### src/rtl/rv32i_csr_pkg.sv
// rtl/rv32i_csr_pkg.sv - shared CSR addresses, cause codes and CSR op encodings
package rv32i_csr_pkg;

  localparam logic [11:0] CSR_MSTATUS   = 12'h300;
  localparam logic [11:0] CSR_MISA      = 12'h301;
  localparam logic [11:0] CSR_MIE       = 12'h304;
  localparam logic [11:0] CSR_MTVEC     = 12'h305;
  localparam logic [11:0] CSR_MSCRATCH  = 12'h340;
  localparam logic [11:0] CSR_MEPC      = 12'h341;
  localparam logic [11:0] CSR_MCAUSE    = 12'h342;
  localparam logic [11:0] CSR_MTVAL     = 12'h343;
  localparam logic [11:0] CSR_MIP       = 12'h344;
  localparam logic [11:0] CSR_MHARTID   = 12'hF14;
  localparam logic [11:0] CSR_MCYCLE    = 12'hB00;
  localparam logic [11:0] CSR_MINSTRET  = 12'hB02;
  localparam logic [11:0] CSR_MCYCLEH   = 12'hB80;
  localparam logic [11:0] CSR_MINSTRETH = 12'hB82;

  localparam logic [31:0] MISA_VALUE = 32'h4000_0100;

  localparam logic [4:0] EXC_ILLEGAL    = 5'd2;
  localparam logic [4:0] EXC_BREAKPOINT = 5'd3;
  localparam logic [4:0] EXC_ECALL_M    = 5'd11;
  localparam logic [4:0] IRQ_MSI        = 5'd3;
  localparam logic [4:0] IRQ_MTI        = 5'd7;
  localparam logic [4:0] IRQ_MEI        = 5'd11;
  localparam logic [4:0] IRQ_LOCAL_BASE = 5'd16;

  typedef enum logic [2:0] {
    CSR_OP_NONE = 3'b000,
    CSR_OP_RW   = 3'b001,
    CSR_OP_RS   = 3'b010,
    CSR_OP_RC   = 3'b011,
    CSR_OP_RWI  = 3'b101,
    CSR_OP_RSI  = 3'b110,
    CSR_OP_RCI  = 3'b111
  } csr_op_e;

endpackage

### src/rtl/rv32i_csr_counter.sv
// rtl/rv32i_csr_counter.sv - 64-bit counter with increment enable and 32-bit half write ports
module rv32i_csr_counter (
  input  logic        clk,
  input  logic        rst,
  input  logic        inc,
  input  logic        we_lo,
  input  logic        we_hi,
  input  logic [31:0] wdata,
  output logic [63:0] count
);

  // a write to either half replaces the whole-counter increment for that cycle
  always_ff @(posedge clk) begin
    if (rst)        count <= 64'd0;
    else if (we_lo) count[31:0] <= wdata;
    else if (we_hi) count[63:32] <= wdata;
    else if (inc)   count <= count + 64'd1;
  end

endmodule

### src/rtl/rv32i_csr_irq_unit.sv
// rtl/rv32i_csr_irq_unit.sv - machine-mode CSR file, trap/interrupt unit; CSR_COUNTERS_EN adds mcycle/minstret
module rv32i_csr_irq_unit
  import rv32i_csr_pkg::*;
#(
  parameter int          NUM_LOCAL_IRQ = 4,
  parameter logic [31:0] RESET_MTVEC   = 32'h0000_0000,
  localparam int         LW            = (NUM_LOCAL_IRQ > 0) ? NUM_LOCAL_IRQ : 1
) (
  input  logic          i_clk,
  input  logic          i_rst,
  input  logic          i_ce,
  input  logic          i_stall,
  input  logic          i_external_interrupt,
  input  logic          i_software_interrupt,
  input  logic          i_timer_interrupt,
  input  logic [LW-1:0] i_local_irq,
  input  logic          i_is_inst_illegal,
  input  logic          i_is_ecall,
  input  logic          i_is_ebreak,
  input  logic          i_is_mret,
  input  logic          i_instret,
  input  logic [31:0]   i_pc,
  input  logic [31:0]   i_rs1,
  input  logic [31:0]   i_imm,
  input  logic [2:0]    i_funct3,
  input  logic [11:0]   i_csr_index,
  output logic [31:0]   o_csr_out,
  output logic [31:0]   o_return_address,
  output logic [31:0]   o_trap_address,
  output logic          o_go_to_trap_q,
  output logic          o_return_from_trap_q
);

  localparam logic [31:0] LOCAL_MASK = ((32'h1 << NUM_LOCAL_IRQ) - 32'h1) << 16;
  localparam logic [31:0] MIE_MASK   = 32'h0000_0888 | LOCAL_MASK;

  logic        commit, trap, trap_is_irq, mret, exc_valid, irq_pending, has_op, csr_we;
  logic        mstatus_mie, mstatus_mpie;
  logic [4:0]  exc_cause, irq_cause, trap_cause;
  logic [31:0] mie_q, mip_q, mip_next, mtvec_q, mscratch_q, mepc_q, mcause_q, mtval_q;
  logic [31:0] pending, src, rdata, wdata, mtvec_base, trap_target;
  csr_op_e     op;

  assign commit      = i_ce && !i_stall;
  assign pending     = mip_q & mie_q;
  assign irq_pending = mstatus_mie && (|pending);
  assign exc_valid   = i_is_inst_illegal || i_is_ecall || i_is_ebreak;
  assign exc_cause   = i_is_inst_illegal ? EXC_ILLEGAL : (i_is_ebreak ? EXC_BREAKPOINT : EXC_ECALL_M);
  assign trap        = commit && (exc_valid || irq_pending);
  assign trap_is_irq = !exc_valid;
  assign trap_cause  = exc_valid ? exc_cause : irq_cause;
  assign mret        = commit && !trap && i_is_mret;
  assign mtvec_base  = {mtvec_q[31:2], 2'b00};
  assign trap_target = (mtvec_q[0] && trap_is_irq) ? mtvec_base + {25'd0, trap_cause, 2'b00} : mtvec_base;
  assign o_return_address = mepc_q;

`ifdef CSR_COUNTERS_EN
  logic [63:0] mcycle, minstret;
  logic        unused_ok;
  assign unused_ok = ^{i_imm[31:5], i_pc[1:0], i_local_irq};

  rv32i_csr_counter u_mcycle (
    .clk(i_clk), .rst(i_rst), .inc(1'b1),
    .we_lo(csr_we && i_csr_index == CSR_MCYCLE), .we_hi(csr_we && i_csr_index == CSR_MCYCLEH),
    .wdata(wdata), .count(mcycle)
  );

  rv32i_csr_counter u_minstret (
    .clk(i_clk), .rst(i_rst), .inc(i_instret),
    .we_lo(csr_we && i_csr_index == CSR_MINSTRET), .we_hi(csr_we && i_csr_index == CSR_MINSTRETH),
    .wdata(wdata), .count(minstret)
  );
`else
  logic unused_ok;
  assign unused_ok = ^{i_imm[31:5], i_pc[1:0], i_local_irq, i_instret};
`endif

  // raw interrupt lines mapped onto their mip bit positions
  always_comb begin
    mip_next     = 32'd0;
    mip_next[11] = i_external_interrupt;
    mip_next[7]  = i_timer_interrupt;
    mip_next[3]  = i_software_interrupt;
    for (int k = 0; k < NUM_LOCAL_IRQ; k++) mip_next[16+k] = i_local_irq[k];
  end

  // highest-priority pending interrupt: later assignments win, so MEI is last
  always_comb begin
    irq_cause = 5'd0;
    for (int k = NUM_LOCAL_IRQ - 1; k >= 0; k--)
      if (pending[16+k]) irq_cause = IRQ_LOCAL_BASE + 5'(k);
    if (pending[7])  irq_cause = IRQ_MTI;
    if (pending[3])  irq_cause = IRQ_MSI;
    if (pending[11]) irq_cause = IRQ_MEI;
  end

  // CSR read mux; unimplemented addresses read zero
  always_comb begin
    rdata = 32'd0;
    case (i_csr_index)
      CSR_MSTATUS:   rdata = {19'd0, 2'b11, 3'd0, mstatus_mpie, 3'd0, mstatus_mie, 3'd0};
      CSR_MISA:      rdata = MISA_VALUE;
      CSR_MIE:       rdata = mie_q;
      CSR_MIP:       rdata = mip_q;
      CSR_MTVEC:     rdata = mtvec_q;
      CSR_MSCRATCH:  rdata = mscratch_q;
      CSR_MEPC:      rdata = mepc_q;
      CSR_MCAUSE:    rdata = mcause_q;
      CSR_MTVAL:     rdata = mtval_q;
`ifdef CSR_COUNTERS_EN
      CSR_MCYCLE:    rdata = mcycle[31:0];
      CSR_MCYCLEH:   rdata = mcycle[63:32];
      CSR_MINSTRET:  rdata = minstret[31:0];
      CSR_MINSTRETH: rdata = minstret[63:32];
`endif
      default:       rdata = 32'd0;
    endcase
  end

  // write value per op; set/clear with a zero source is a pure read
  always_comb begin
    op     = csr_op_e'(i_funct3);
    src    = i_funct3[2] ? {27'd0, i_imm[4:0]} : i_rs1;
    wdata  = src;
    has_op = 1'b0;
    case (op)
      CSR_OP_RW, CSR_OP_RWI: begin has_op = 1'b1;          wdata = src;          end
      CSR_OP_RS, CSR_OP_RSI: begin has_op = (src != 0);    wdata = rdata | src;  end
      CSR_OP_RC, CSR_OP_RCI: begin has_op = (src != 0);    wdata = rdata & ~src; end
      default:               begin has_op = 1'b0;          wdata = src;          end
    endcase
  end

  assign csr_we = commit && !trap && has_op;

  // interrupt inputs are sampled one cycle before they can be taken
  always_ff @(posedge i_clk) begin
    if (i_rst) mip_q <= 32'd0;
    else       mip_q <= mip_next;
  end

  // mstatus: trap entry beats MRET beats a software write
  always_ff @(posedge i_clk) begin
    if (i_rst) begin
      mstatus_mie  <= 1'b0;
      mstatus_mpie <= 1'b0;
    end else if (trap) begin
      mstatus_mpie <= mstatus_mie;
      mstatus_mie  <= 1'b0;
    end else if (mret) begin
      mstatus_mie  <= mstatus_mpie;
      mstatus_mpie <= 1'b1;
    end else if (csr_we && i_csr_index == CSR_MSTATUS) begin
      mstatus_mie  <= wdata[3];
      mstatus_mpie <= wdata[7];
    end
  end

  // trap-state registers, loaded by trap entry or by CSR writes
  always_ff @(posedge i_clk) begin
    if (i_rst) begin
      mepc_q   <= 32'd0;
      mcause_q <= 32'd0;
      mtval_q  <= 32'd0;
    end else if (trap) begin
      mepc_q   <= {i_pc[31:2], 2'b00};
      mcause_q <= {trap_is_irq, 26'd0, trap_cause};
      mtval_q  <= (exc_valid && exc_cause == EXC_BREAKPOINT) ? i_pc : 32'd0;
    end else if (csr_we) begin
      if (i_csr_index == CSR_MEPC)   mepc_q   <= {wdata[31:2], 2'b00};
      if (i_csr_index == CSR_MCAUSE) mcause_q <= wdata;
      if (i_csr_index == CSR_MTVAL)  mtval_q  <= wdata;
    end
  end

  // software-only configuration registers
  always_ff @(posedge i_clk) begin
    if (i_rst) begin
      mie_q      <= 32'd0;
      mtvec_q    <= RESET_MTVEC;
      mscratch_q <= 32'd0;
    end else if (csr_we) begin
      if (i_csr_index == CSR_MIE)      mie_q      <= wdata & MIE_MASK;
      if (i_csr_index == CSR_MTVEC)    mtvec_q    <= {wdata[31:2], 1'b0, wdata[0]};
      if (i_csr_index == CSR_MSCRATCH) mscratch_q <= wdata;
    end
  end

  // registered outputs toward writeback and fetch
  always_ff @(posedge i_clk) begin
    if (i_rst) begin
      o_csr_out            <= 32'd0;
      o_trap_address       <= 32'd0;
      o_go_to_trap_q       <= 1'b0;
      o_return_from_trap_q <= 1'b0;
    end else begin
      o_go_to_trap_q       <= trap;
      o_return_from_trap_q <= mret;
      if (trap)   o_trap_address <= trap_target;
      if (commit) o_csr_out      <= rdata;
    end
  end

endmodule
### config.mk
export PLATFORM = sky130hd
export DESIGN_NAME = rv32i_csr_irq_unit
export DESIGN_NICKNAME = d
export VERILOG_FILES = /design/src/rtl/rv32i_csr_pkg.sv /design/src/rtl/rv32i_csr_counter.sv /design/src/rtl/rv32i_csr_irq_unit.sv
export SDC_FILE = /design/constraint.sdc
export NUM_CORES = 1
export LEC_CHECK = 0
export CAP_MARGIN = 20
export CORE_MARGIN = 5
export CORE_UTILIZATION = 53
export DETAILED_ROUTE_END_ITERATION = 12
export PLACE_DENSITY = 0.91
export SLEW_MARGIN = 20
export SYNTH_ARGS = -nofsm -noshare
export SYNTH_HDL_FRONTEND = slang
export SYNTH_SLANG_ARGS = --single-unit
### constraint.sdc
create_clock -name i_clk -period 4.32 [get_ports i_clk]
set_clock_uncertainty 0.05 [all_clocks]
set_input_delay 0.864 -clock i_clk [delete_from_list [all_inputs] [get_ports i_clk]]
set_output_delay 0.864 -clock i_clk [all_outputs]
set_load 0.02 [all_outputs]
==> summary.txt, run 1 <==
Timing
  – Worst-Margin Slew: about 1100 ps
  – Fin. Hold Viols: 0
  – Period utilization: 0.898
  – Slew HR: 0.264
  – Setup repair after global routing missed its margin: false
  – Min Tclk post-route: slightly below 4000 ps
  – Setup violations, final: 0
  – Highest clock rate: approximately 260 MHz
  – Final Max Slew Viols: 0

Synthesis
  – Sequential element share of the synthesized area: 0.406
  – Synth warn: 0
  – Mapped Area: 11700 sq um
  – Avg Cell Area, Syn: 8.16 sq um
  – Ys async rst share: 0
  – Number of synthesized register bits: around 240
  – Syn Inst Count: 1434
  – Netlist cell types: 72
  – Main synth FF type: dfxtp_1
  – EDFF count, synth: 0

Pwr
  – Flop pwr share: 0.440
  – Leakage power: 4.92 nW
  – Int Power: around 3.9 mW
  – Logic pwr share: 0.104
  – Pwr dens: 340 nW/um^2
  – Worst ir drop on vdd: 307 uV
  – Sw Pwr: 1.26 mW
  – Switch share: 0.246
  – Design Power: roughly 5.1 mW
  – Clk pwr share: 0.456

Global routing
  – Initial antenna violation count: 0
  – Pin count of the biggest net entering global routing: 100
  – Total GRT Usage: 0.347
  – First-pass GRT wire length: 67.5 mm
  – Overflow after GRT: 0
  – Vias in the first global route: between 10000 and 15000

Drt
  – Post-route ant nets: 0
  – DRT iter0 DRCs: 1732
  – Residual DRC count: 0
  – Drt pass-1 iters: 9
  – Via count: 12300
  – WL final: about 45 mm
  – Drt wl/cell: ~23 um
  – Vias per Instance: around 6.4

Critical path
  – WP buf/inv: 2
  – CP peak stage delay: about 460 ps
  – Worst EP required: 4700 ps
  – Startpoint Class: input port
  – Worst path top cell family by delay: compound AO/OA/AOI/OAI gates
  – Crit path max fanout: 16
  – CP Data Arrival Time: about 4300 ps
  – Worst Setup Path Type: in -> reg
  – Slowest CP cell: clkdlybuf4s50_1
  – Cell Chain, Critical Path: clkdlybuf4s50_1 -> or3_1 -> a221oi_1 -> nand2_1 -> nor2_1 -> nor2_1 -> ha_1 -> fa_1 -> a21o_1 -> a21o_1 -> a21oi_1 -> buf_4 -> nor3_1 -> xnor2_1 -> a211oi_1
  – Worst Setup End Kind: register

Placed design
  – Placed inst area: between 10000 and 15000 sq um
  – HPWL Detailed: 32.6 mm
  – Dpl cells: between 1500 and 2000
  – PortBufs: 192
  – Routability Congestion: between 1 and 1.5

Clock network
  – Clk slew on worst S/H paths: about 60 ps
  – CTS Root Cell: clkbuf_16
  – CTS tree: yes
  – Clock Path Buffers: 3
  – Post-CTS setup buffer count: 0
  – CTS Buf Count: 25
  – Number of gates resized after cts: 0
  – CTS H-tree lvls: 1
  – Cts hold-fix bufs: 0
  – Clock sinks: approximately 240
  – Skew-Pair Late Insertion Delay: 540 ps

Finish
  – NumNets Final: 1753
  – Layout cell share with drive strength beyond 1: 0.0909
  – Layout area overhead: 28.8%
  – N_diodes: 0
  – Fill cells: approximately 1600
  – Final Cell Area: roughly 15000 sq um
  – Layout Cells excl Fill: around 1900

Floorplan
  – # IOs: approximately 230
  – Initial Util: 0.538
  – Core Area: 21800 sq um
  – Row cnt: 54
  – Vert. Die Dim: 159 um
  – Full die area: around 25000 sq um
  – Die X: 159 um

Outcome
  – Status: finished, final reports clean

Job
  – MaxCap Viol Count: 0

Min path
  – Min-delay worst type: reg -> reg
==> final timing paths <==
path	start	endpoint	slack [ps]	cells past startpoint
hold reg to reg	mscratch_q[1]	mscratch_q[1]	400	2
hold / removal	mscratch_q[1]	mscratch_q[1]	400	2
setup reg to reg	mip_q[19]	mie_q[19]	1090	7
setup / recovery	i_is_ecall	o_trap_address[20]	440	15
==> stage by stage <==
| stage | worst slack, ps | setup TNS, ps | hold slack [ps] | util |
|---|---|---|---|---|
| global route | 290 | 0 | 421 | 0.693 |
| detailed placement | -6.42 | -12.4 | 394 | 0.652 |
| global placement | 96.7 | 0 | 387 | 0.652 |
| CTS | 524 | 0 | 402 | 0.693 |
| floorplan | 406 | 0 | 381 | - |
| finish | 440 | 0 | 400 | 0.693 |
==> cell usage in the layout (no fill, tap or decap), drive strengths merged, types with 12 or more instances in the layout <==
cell           instances
clkdlybuf4s50        190
nor4                  12
nand2                328
a22oi                 13
a22o                  12
mux2i                116
o2bb2ai               17
o21ai                 83
clkbuf                35
o22ai                 23
buf                   77
a211oi                21
xnor2                 15
dfxtp                237
a21oi                127
nor2b                 25
or3                   12
nand2b                17
nor2                  75
nor3                  18
inv                   14
==> synthesized netlist by cell type, drive strengths merged (4+ instances only) <==
cell / instances / area (sq um)
a221o: 7 / 70.1
and2: 6 / 37.5
inv: 13 / 48.8
xnor2: 15 / 131
nor4: 12 / 90.1
o31ai: 8 / 60.1
a221oi: 11 / 96.3
o2bb2ai: 17 / 149
a31o: 6 / 52.6
nor4bb: 4 / 40.0
or3: 12 / 80.1
a222oi: 7 / 70.1
nor2b: 25 / 156
a21oi: 127 / 636
nand3: 7 / 35.0
a211oi: 21 / 158
nand2b: 17 / 106
a31oi: 7 / 43.8
nor3: 18 / 90.1
mux2i: 116 / 1160
a311oi: 11 / 96.3
clkbuf: 85 / 319
dfxtp: 237 / 4740
o21a: 6 / 45.0
xor2: 6 / 52.6
o211ai: 5 / 37.5
o22ai: 23 / 144
nor3b: 6 / 55.1
a22o: 12 / 105
ha: 5 / 62.6
buf: 26 / 175
nor4b: 8 / 100
nand2: 328 / 1230
o21ai: 83 / 415
a21o: 5 / 37.5
a22oi: 13 / 97.6
nand4: 7 / 43.8
nor2: 75 / 282
==> power groups by stage <==
| stage | logic, mW | registers [mW] | clock network, mW |
|---|---|---|---|
| 2_1_floorplan | 0.214 | 2.33 | 0 |
| 3_3_place_gp | 0.510 | 2.30 | 0 |
| 3_5_place_dp | 0.515 | 2.30 | 0 |
| 4_1_cts | 0.519 | 2.25 | 2.34 |
| 5_1_grt | 0.557 | 2.26 | 2.43 |
| 6_report | 0.534 | 2.26 | 2.33 |
==> worst register-to-register path, stage by stage, from the launching register on <==
cell and delay (ps):
dfxtp_1 360, a22oi_1 560, a31oi_1 320, or3_1 570, nor4bb_1 640, buf_4 290, mux2i_1 220, nor2_1 60
==> flip-flops by register name, indices dropped and copies added (netlist names) <==
signal and flops:
mstatus_mpie 1, o_return_from_trap_q 1, o_csr_out 32, mscratch_q 32, mip_q 7, mtval_q 32, mcause_q 32, o_go_to_trap_q 1
o_return_address 30, mstatus_mie 1, o_trap_address 30, mtvec_q 31, mie_q 7
==> cell type report <==
type	count	area, sq um	area share
Timing Repair Buffer	267	2530	0.168
Tap cell	280	350	0.0232
Clock buffer	35	733	0.0487
Clock inverter	11	159	0.0105
Multi-Input combinational cell	1076	6510	0.432
Sequential cell	237	4740	0.315
Inverter	13	48.8	0.00324
==> layer usage <==
metal  GRT usage  wire [um]  vias to the layer above  share of wire
li1            -          -                     5465              -
met1       0.476      17500                     5779           0.39
met3      0.0957       6270                      144           0.14
met4       0.122       1850                        0          0.041
met5           0          0                        -              0
met2       0.527      19500                      905           0.43
==> cells by family (layout without fill, tap and decap cells) <==
family          after synthesis  in the layout  share of synthesized area
mux                         116            116                     0.0993
buf+inv                     124            326                     0.0464
other cells                   1              4                   0.000321
fa+ha+maj                     6              6                    0.00706
simple gates                541            541                      0.213
xor+xnor                     21             21                     0.0157
compound gates              388            388                      0.213
flops                       237            237                      0.406
Note: power is estimated with default switching activity, not from simulation.
==> run 2: changes to the inputs <==
- CELL_PAD_IN_SITES_DETAIL_PLACEMENT: unset -> 1
- CELL_PAD_IN_SITES_GLOBAL_PLACEMENT: unset -> 2
- CORE_UTILIZATION: 53 -> 31
==> run 2 against run 1 <==
Against the previous run: combinational power up 4.5%; die area up 66%; count of clock-buffer cells in the layout up 2; critical endpoint is now o_trap_address[22].
==> summary.txt, run 2 (synthesized netlist as in run 1, its figures left out) <==
Clock network
  – Clock Path Buffers: 3
  – Post-CTS setup buffer count: 0
  – Cts hold-fix bufs: 0
  – Skew-Pair Late Insertion Delay: 550 ps
  – Clk slew on worst S/H paths: 60 ps
  – CTS tree: yes
  – Number of gates resized after cts: 0
  – CTS Buf Count: 27
  – Clock sinks: approximately 240
  – CTS H-tree lvls: 1
  – CTS Root Cell: clkbuf_16

Placed design
  – HPWL Detailed: between 30 and 40 mm
  – Routability Congestion: about 0.94
  – Pre-CTS setup slack: -58.6 ps
  – Dpl cells: roughly 2100
  – PortBufs: between 150 and 200

Timing
  – Setup violations, final: 0
  – Setup_tns: 0 ps
  – Highest clock rate: between 200 and 300 MHz
  – Setup repair after global routing missed its margin: false
  – Period utilization: 0.899
  – Slew HR: 0.349
  – Final Max Slew Viols: 0
  – Fin. Hold Viols: 0
  – Min Tclk post-route: about 3900 ps
  – Worst-Margin Slew: roughly 1000 ps
  – Final worst slack: between 400 and 500 ps

Floorplan
  – Row cnt: about 70
  – Initial Util: 0.312
  – Full die area: approximately 42000 sq um
  – # IOs: ~230
  – Core Area: 37500 sq um
  – Vert. Die Dim: 204 um
  – Die X: between 200 and 250 um

Finish
  – Most common cell after layout, fill and taps aside: nand2_1
  – Leading cell types in the layout, fill and taps excluded: nand2_1, dfxtp_1, clkdlybuf4s50_1
  – Layout Cells excl Fill: 2162
  – Layout cell share with drive strength beyond 1: 0.0963
  – NumNets Final: 1768
  – Layout area overhead: 31.6%
  – N_diodes: 0

Drt
  – Drt wl/cell: around 24 um
  – Vias per Instance: between 5 and 6
  – WL final: roughly 52 mm
  – Residual DRC count: 0
  – Post-route ant nets: 0
  – Via count: approximately 12000
  – DRT iter0 DRCs: approximately 930
  – Drt pass-1 iters: 5

Critical path
  – Worst path top cell family by delay: compound AO/OA/AOI/OAI gates
  – Worst EP required: around 4700 ps
  – Worst Setup End Kind: register
  – WP buf/inv: 2
  – Crit path max fanout: 16
  – Worst Setup Path Type: in -> reg
  – Cell Chain, Critical Path: clkdlybuf4s50_1 -> or3_1 -> a221oi_1 -> nand2_1 -> nor2_1 -> nor2_1 -> ha_1 -> fa_1 -> a21o_1 -> a21o_1 -> a21oi_1 -> buf_4 -> nor4_1 -> xnor2_1 -> a211oi_1
  – Startpoint Class: input port
  – Slowest CP cell: or3_1
  – CP peak stage delay: 470 ps
  – CP Data Arrival Time: approximately 4300 ps

Global routing
  – Vias in the first global route: around 12000
  – Pin count of the biggest net entering global routing: 59
  – Initial antenna violation count: 1
  – First-pass GRT wire length: just under 80 mm
  – Overflow after GRT: 0
  – Total GRT Usage: 0.238

Pwr
  – Worst ir drop on vdd: 266 uV
  – Leakage power: around 5 nW
  – Pwr dens: between 300 and 400 nW/um^2

Job
  – MaxCap Viol Count: 0

Min path
  – Min-delay worst type: reg -> reg

Outcome
  – Status: finished, final reports clean
run 2: changes by cell type in the layout (fill, tap and decap cells not counted), moves of 2 or more:
| cell | change |
|---|---|
| buf_4 | +14 |
| bufinv_16 | -3 |
| clkbuf_1 | +3 |
| clkbuf_8 | -3 |
| clkbuf_16 | +2 |
| clkinv_2 | -2 |
| clkinvlp_4 | +2 |
run 2: cell type report:
type                            instances  area, sq um
Fill cell                            4484        22100
Multi-Input combinational cell       1076         6520
Sequential cell                       237         4740
Timing Repair Buffer                  280         2610
Clock buffer                           37          753
Tap cell                              511          639
Clock inverter                          8         73.8
Inverter                               13         48.8
run 2: report_power, final:
group          internal, mW  switching, mW  total (mW)
logic                 0.227          0.331       0.558
registers              2.22         0.0319        2.26
clock network          1.27          0.949        2.22
run 2: final timing paths:
check	slack, ps	to	cells past startpoint	startpoint
worst max register to register	1150	mcause_q[2]	7	mip_q[17]
worst min-delay path	400	o_csr_out[23]	2	o_csr_out[23]
worst min register to register	400	o_csr_out[23]	2	o_csr_out[23]
worst max-delay path	440	o_trap_address[22]	15	i_is_ecall
run 2: routing by layer:
| layer | GRT usage | vias up | routed length [um] |
|---|---|---|---|
| li1 | - | 5504 | - |
| met1 | 0.316 | 5986 | 22300 |
| met2 | 0.381 | 485 | 23300 |
| met3 | 0.0519 | 96 | 4210 |
| met4 | 0.0873 | 0 | 1980 |
| met5 | 0 | - | 0 |
run 2: worst register-to-register path, cell delays in order, from the launching register on:
cell and delay [ps]:
dfxtp_1 340, a22oi_1 580, a31oi_1 360, or3_1 590, nor4_4 270, buf_4 380
mux2i_1 300, o21ai_0 140
run 2: per-stage QoR:
stage,total power [mW],util,cell area [sq um],hold slack (ps)
after detailed placement,2.85,0.388,14600,394
final,5.03,0.411,15400,401
after global routing,5.18,0.411,15400,414
after global placement,2.84,0.388,14600,387
after CTS,5.05,0.411,15400,402
after floorplan,2.54,-,11700,381
